<file path="src/rtl/seq_gen_pkg.sv">
// seq_gen_pkg: FSM state encoding and default widths for seq_pattern_gen
package seq_gen_pkg;
  localparam int PAT_W = 8;
  localparam int LEN_W = 4;
  localparam int REP_W = 4;
  localparam int GAP_W = 4;
  typedef enum logic [1:0] {IDLE, SHIFT, GAP, FIN} state_e;
endpackage

</file>
<file path="src/rtl/seq_down_counter.sv">
// seq_down_counter: loadable down-counter with zero flag
module seq_down_counter #(
  parameter int W = 4
) (
  input  logic         clk,
  input  logic         rst,
  input  logic         load_i,
  input  logic         dec_i,
  input  logic [W-1:0] val_i,
  output logic         zero_o
);
  logic [W-1:0] cnt_q, cnt_d;
  assign cnt_d = load_i ? val_i : dec_i ? cnt_q - W'(1) : cnt_q;
  always_ff @(posedge clk) cnt_q <= rst ? '0 : cnt_d;
  assign zero_o = cnt_q == '0;
endmodule

</file>
<file path="src/rtl/seq_pattern_gen.sv">
// seq_pattern_gen: serial pattern transmitter with repeat and gap; define SEQ_GEN_LSB_FIRST_EN for LSB-first order
module seq_pattern_gen #(
  parameter int PAT_W = seq_gen_pkg::PAT_W,
  parameter int LEN_W = seq_gen_pkg::LEN_W,
  parameter int REP_W = seq_gen_pkg::REP_W,
  parameter int GAP_W = seq_gen_pkg::GAP_W
) (
  input  logic             clk,
  input  logic             rst,
  input  logic             start,
  input  logic [PAT_W-1:0] pattern,
  input  logic [LEN_W-1:0] len,
  input  logic [REP_W-1:0] reps,
  input  logic [GAP_W-1:0] gap,
  output logic             out,
  output logic             busy,
  output logic             done
);
  import seq_gen_pkg::*;
  state_e state_q, state_d;
  logic out_q, out_d;
  logic [PAT_W-1:0] pat_q, sh_q, sh_d, ld_pat, aligned, fst_rest, nxt_rest;
  logic [LEN_W-1:0] len_q, len_c, ld_len;
  logic [GAP_W-1:0] gap_q;
  logic [REP_W-1:0] reps_m1;
  logic fst_bit, nxt_bit, accept;
  logic idx_ld, idx_dec, idx_zero, rep_ld, rep_dec, rep_zero, gap_ld, gap_dec, gap_zero;
  assign accept  = state_q == IDLE && start;
  assign len_c   = (len > LEN_W'(PAT_W)) ? LEN_W'(PAT_W) : len;
  assign reps_m1 = (reps == '0) ? '0 : reps - REP_W'(1);
  // Start of a transmission reads the live inputs, later repetitions the shadow copy
  assign ld_pat  = state_q == IDLE ? pattern : pat_q;
  assign ld_len  = state_q == IDLE ? len_c : len_q;
`ifdef SEQ_GEN_LSB_FIRST_EN
  assign aligned  = ld_pat;
  assign fst_bit  = aligned[0];
  assign fst_rest = aligned >> 1;
  assign nxt_bit  = sh_q[0];
  assign nxt_rest = sh_q >> 1;
`else
  assign aligned  = ld_pat << (PAT_W - int'(ld_len));
  assign fst_bit  = aligned[PAT_W-1];
  assign fst_rest = aligned << 1;
  assign nxt_bit  = sh_q[PAT_W-1];
  assign nxt_rest = sh_q << 1;
`endif
  always_comb begin
    state_d = state_q;
    out_d   = 1'b0;
    sh_d    = sh_q;
    idx_ld  = 1'b0;
    idx_dec = 1'b0;
    rep_ld  = 1'b0;
    rep_dec = 1'b0;
    gap_ld  = 1'b0;
    gap_dec = 1'b0;
    unique case (state_q)
      IDLE: if (start) begin
        rep_ld = 1'b1;
        if (len_c == '0) state_d = FIN;
        else begin
          state_d = SHIFT;
          idx_ld  = 1'b1;
          out_d   = fst_bit;
          sh_d    = fst_rest;
        end
      end
      SHIFT: if (!idx_zero) begin
        idx_dec = 1'b1;
        out_d   = nxt_bit;
        sh_d    = nxt_rest;
      end else if (rep_zero) state_d = FIN;
      else begin
        rep_dec = 1'b1;
        if (gap_q != '0) begin
          state_d = GAP;
          gap_ld  = 1'b1;
        end else begin
          idx_ld = 1'b1;
          out_d  = fst_bit;
          sh_d   = fst_rest;
        end
      end
      GAP: if (gap_zero) begin
        state_d = SHIFT;
        idx_ld  = 1'b1;
        out_d   = fst_bit;
        sh_d    = fst_rest;
      end else gap_dec = 1'b1;
      default: state_d = IDLE;
    endcase
  end
  always_ff @(posedge clk) begin
    if (rst) begin
      state_q <= IDLE;
      out_q   <= 1'b0;
      sh_q    <= '0;
      pat_q   <= '0;
      len_q   <= '0;
      gap_q   <= '0;
    end else begin
      state_q <= state_d;
      out_q   <= out_d;
      sh_q    <= sh_d;
      if (accept) begin
        pat_q <= pattern;
        len_q <= len_c;
        gap_q <= gap;
      end
    end
  end
  seq_down_counter #(.W(LEN_W)) u_idx (
    .clk(clk), .rst(rst), .load_i(idx_ld), .dec_i(idx_dec),
    .val_i(ld_len - LEN_W'(1)), .zero_o(idx_zero)
  );
  seq_down_counter #(.W(REP_W)) u_rep (
    .clk(clk), .rst(rst), .load_i(rep_ld), .dec_i(rep_dec),
    .val_i(reps_m1), .zero_o(rep_zero)
  );
  seq_down_counter #(.W(GAP_W)) u_gap (
    .clk(clk), .rst(rst), .load_i(gap_ld), .dec_i(gap_dec),
    .val_i(gap_q - GAP_W'(1)), .zero_o(gap_zero)
  );
  assign out  = out_q;
  assign busy = state_q == SHIFT || state_q == GAP;
  assign done = state_q == FIN;
endmodule

</file>
<file path="config.mk">
export PLATFORM = sky130hd
export DESIGN_NAME = seq_pattern_gen
export DESIGN_NICKNAME = d
export VERILOG_FILES = /design/src/rtl/seq_gen_pkg.sv /design/src/rtl/seq_down_counter.sv /design/src/rtl/seq_pattern_gen.sv
export SDC_FILE = /design/constraint.sdc
export NUM_CORES = 1
export LEC_CHECK = 0
export ABC_AREA = 1
export ABC_CLOCK_PERIOD_IN_PS = 3050
export BUFFER_PORTS_ARGS = -buffer_cell sky130_fd_sc_hd__buf_2
export CELL_PAD_IN_SITES_DETAIL_PLACEMENT = 0
export CELL_PAD_IN_SITES_GLOBAL_PLACEMENT = 1
export CORE_UTILIZATION = 41
export CTS_CLUSTER_SIZE = 40
export DETAILED_ROUTE_END_ITERATION = 10
export PLACE_DENSITY_LB_ADDON = 0.12
export SYNTH_ARGS = -nofsm -noshare
export SYNTH_HDL_FRONTEND = slang
export SYNTH_SLANG_ARGS = --single-unit
</file>
<file path="constraint.sdc">
create_clock -name clk -period 3.05 [get_ports clk]
set_clock_uncertainty 0.2 [all_clocks]
set_input_delay 0.61 -clock clk [delete_from_list [all_inputs] [get_ports clk]]
set_output_delay 0.61 -clock clk [all_outputs]
set_load 0.01 [all_outputs]
</file>
==> results.md <==
- Share of post-route cells with drive strength above 1: 0.149
- Most common cell on crit path: nand2_1
- Crit-path max FO: 14
- TritonCTS Buffers: 5
- Clk buf depth: 2
- CTS Sinks: 38
- CTS root buf: clkbuf_8
- First-pass GRT wire length: 10.0 mm
- Hpwl dp: 4.40 mm
- Synthesized net count: 417
- Largest net degree at the start of global routing: 26
- Asr flop ratio synth: 0
- Req. time, crit path: 3.09 ns
- Post-synth EDFFs: 0
- Highest routed layer: met4
- Most common cell after layout, fill and taps aside: nand2_1
- Row count: 27
- Vias in the first global route: 2,196
- Die Y: 79.7 microns
- Comb power frac: 0.597
- Max-Cap Viols: 0
- Slowest-stage cell, CP: dfxtp_1
- Sequential share of power: 0.269
- Crit-path max cell delay: 0.43 ns
- Period Utilization, post-route: 0.882
- Commonest non-fill, non-tap cells in the layout: nand2_1, inv_1, dfxtp_1
- Pwr dens: 1000 nW/um^2
- Worst reg2reg endpoint: sh_q[5]
- Hold depth: 2
- TNS Setup: 0 ns
- Setup Viol. Count Final: 0
- Core Box Area: 5680 sq um
- Critical hold path startpoint: sh_q[7]
- Max Slew Vio Count: 0
- WS Path Type: reg2reg
- Drt via density: 4.99
- Global Route Usage Sum: 0.203
- Sequential-to-total area share from yosys stat: 0.307
- CP Launch Type: flop
- Worst EP arrival: 2.73 ns
- Final worst path period need: 2.69 ns
- Worst R2R Setup Slack: 0.36 ns
- Initial antenna violation count: 0
- Syn Area/Cell: 6.43 sq um
- Gate Count Post-Synth: 385
- Initial Util: 0.437
- Slew HR: 0.633
- DR vias: 2,403
- H-tree levels: 2
- Sw Ratio: 0.488
- Metal2 WL: 2.53 mm
- Pint: 1410 uW
- Post-route ant nets: 0
- Fmax: 0.372 GHz
- Finished Core Util: 0.486
- Full die area: 6360 sq um
- 1st-pass router iterations: 4
- RSZ-0062 raised after global routing: no
- Worst Reg-to-Reg Cells: 14
- Ant diodes: 0
- Met3 WL: 195 microns
- DR DRC count: 0
- Met1 WL: 3.05 mm
- Count of final hold-check violations: 0
- YS warnings: 0
- Yosys cell types: 36
- Worst Max-Slew Pin Slew: 0.549 ns
- Reg-to-Reg Start: state_q[0]
- Final Wtd Congestion: 0.849
- P_leak: 0.00132 uW
- Die width: 79.7 microns
- Reg clk slew, reported paths: 0.08 ns
- Total gr overflow: 0
- CP cell instances: inv_1 > ha_2 > inv_4 > nor2_1 > a22oi_4 > ha_1 > nand3_2 > nand2_4 > nand2_1 > nor2_1 > nand2_1 > a21oi_1 > nand2_1 > a21oi_1
- Status: finished clean
- NetSw: 1350 uW
- Count of state elements after synthesis: 38
- Layout Area Growth over Synthesis: 11.3%
- Max VDD drop: 0.397 mV
- Wire per inst: 12.1 microns
- Initial drt markers: 76
- Total wire length: 5.84 mm
- CTS tree: done
- I/O Pins: 26
- Power share of the clock group: 0.133
- IO Port Bufs: 25
- Worst Hold Class: reg2reg
- Ys flop type: dfxtp_1
- Nets: 441
- CP endpoint kind: flop
- Hold EP: out
- Worst-Skew Late Latency: 0.30 ns
- Cell Area, Synth: 2480 sq um
[area by class of cell]
type                    instances  area (sq um)
flip-flops and latches         38           761
fillers                       637          2920
well taps                      72          90.1
inverters                      44           168
clock inverters                 1          5.00
clock buffers                   7          86.3
multi-input cells             290          1480
repair buffers                 30           163
[metrics by stage]
step / cells / total power, uW / setup WS [ns] / hold slack, ns / instance area, sq um
4_1_cts: 482 / 2770 / 0.234 / 0.259 / 2740
2_1_floorplan: 385 / 2070 / 0.390 / 0.229 / 2480
5_1_grt: 482 / 3060 / 0.0723 / 0.295 / 2760
3_5_place_dp: 474 / 2390 / 0.246 / 0.249 / 2650
3_3_place_gp: 474 / 2370 / 0.367 / 0.252 / 2650
6_report: 482 / 2760 / 0.361 / 0.258 / 2760
[layer usage]
metal  GRT usage  up-vias
met2       0.322       31
met5           0        -
li1            -     1318
met4      0.0643        0
met1       0.275     1049
met3      0.0389        5
[power groups by stage]
stage / combinational [uW] / clock [uW] / sequential, uW
detailed placement: 1640 / 0 / 754
finish: 1650 / 369 / 744
floorplan: 1340 / 0 / 734
CTS: 1640 / 381 / 744
global placement: 1620 / 0 / 752
global route: 1900 / 400 / 766
[cell families after synthesis]
logic type               count (synthesis)  share of synthesized area
AO/OA/AOI/OAI                           90                      0.202
adder cells (fa/ha/maj)                  9                     0.0455
XOR/XNOR                                 1                    0.00354
flip-flops                              38                      0.307
AND/OR/NAND/NOR                        190                      0.342
buffers and inverters                   57                      0.100
[synth_stat cells, drive strengths merged, types with 2 or more instances]
master,instances,area share
a21oi,37,0.075
a22oi,2,0.012
a31oi,3,0.0076
buf,5,0.020
clkbuf,8,0.012
dfxtp,38,0.31
ha,9,0.045
inv,43,0.066
nand2,102,0.16
nand3,39,0.083
nand3b,2,0.0061
nand4,4,0.010
nor2,35,0.055
nor3,4,0.015
o211ai,4,0.012
o21ai,41,0.086
or2,4,0.011
[critical path, delay by kind of cell (launching register included)]
kind,cells,cell delay [ns]
and+or+nand+nor,7,0.80
AOI/OAI and AO/OA,3,0.43
adders and majority gates,2,0.50
DFF,1,0.43
buffers and inverters,2,0.27
[how the worst max path moves through the flow]
stage,startpoint,to
2_1_floorplan,state_q[0],sh_q[7]
3_5_place_dp,state_q[0],sh_q[5]
5_1_grt,state_q[0],sh_q[5]
6_report,state_q[0],sh_q[5]
4_1_cts,state_q[0],sh_q[5]
3_3_place_gp,state_q[0],sh_q[5]
[repair_timing]
| action | 4_1_cts | 5_1_grt |
|---|---|---|
| hold buffers | 0 | 0 |
| endpoints found under the hold margin | 0 | 0 |
| resized for setup | 0 | 3 |
| buffers inserted | 0 | 0 |
| setup endpoints to repair | 0 | 2 |
[state kept, by name, summed over array words and instances (netlist names)]
signal / flops
state_q: 2
u_gap.cnt_q: 4
u_idx.cnt_q: 4
pat_q: 8
sh_q: 7
out: 1
gap_q: 4
u_rep.cnt_q: 4
len_q: 4
Power figures use the tool's default switching activity.
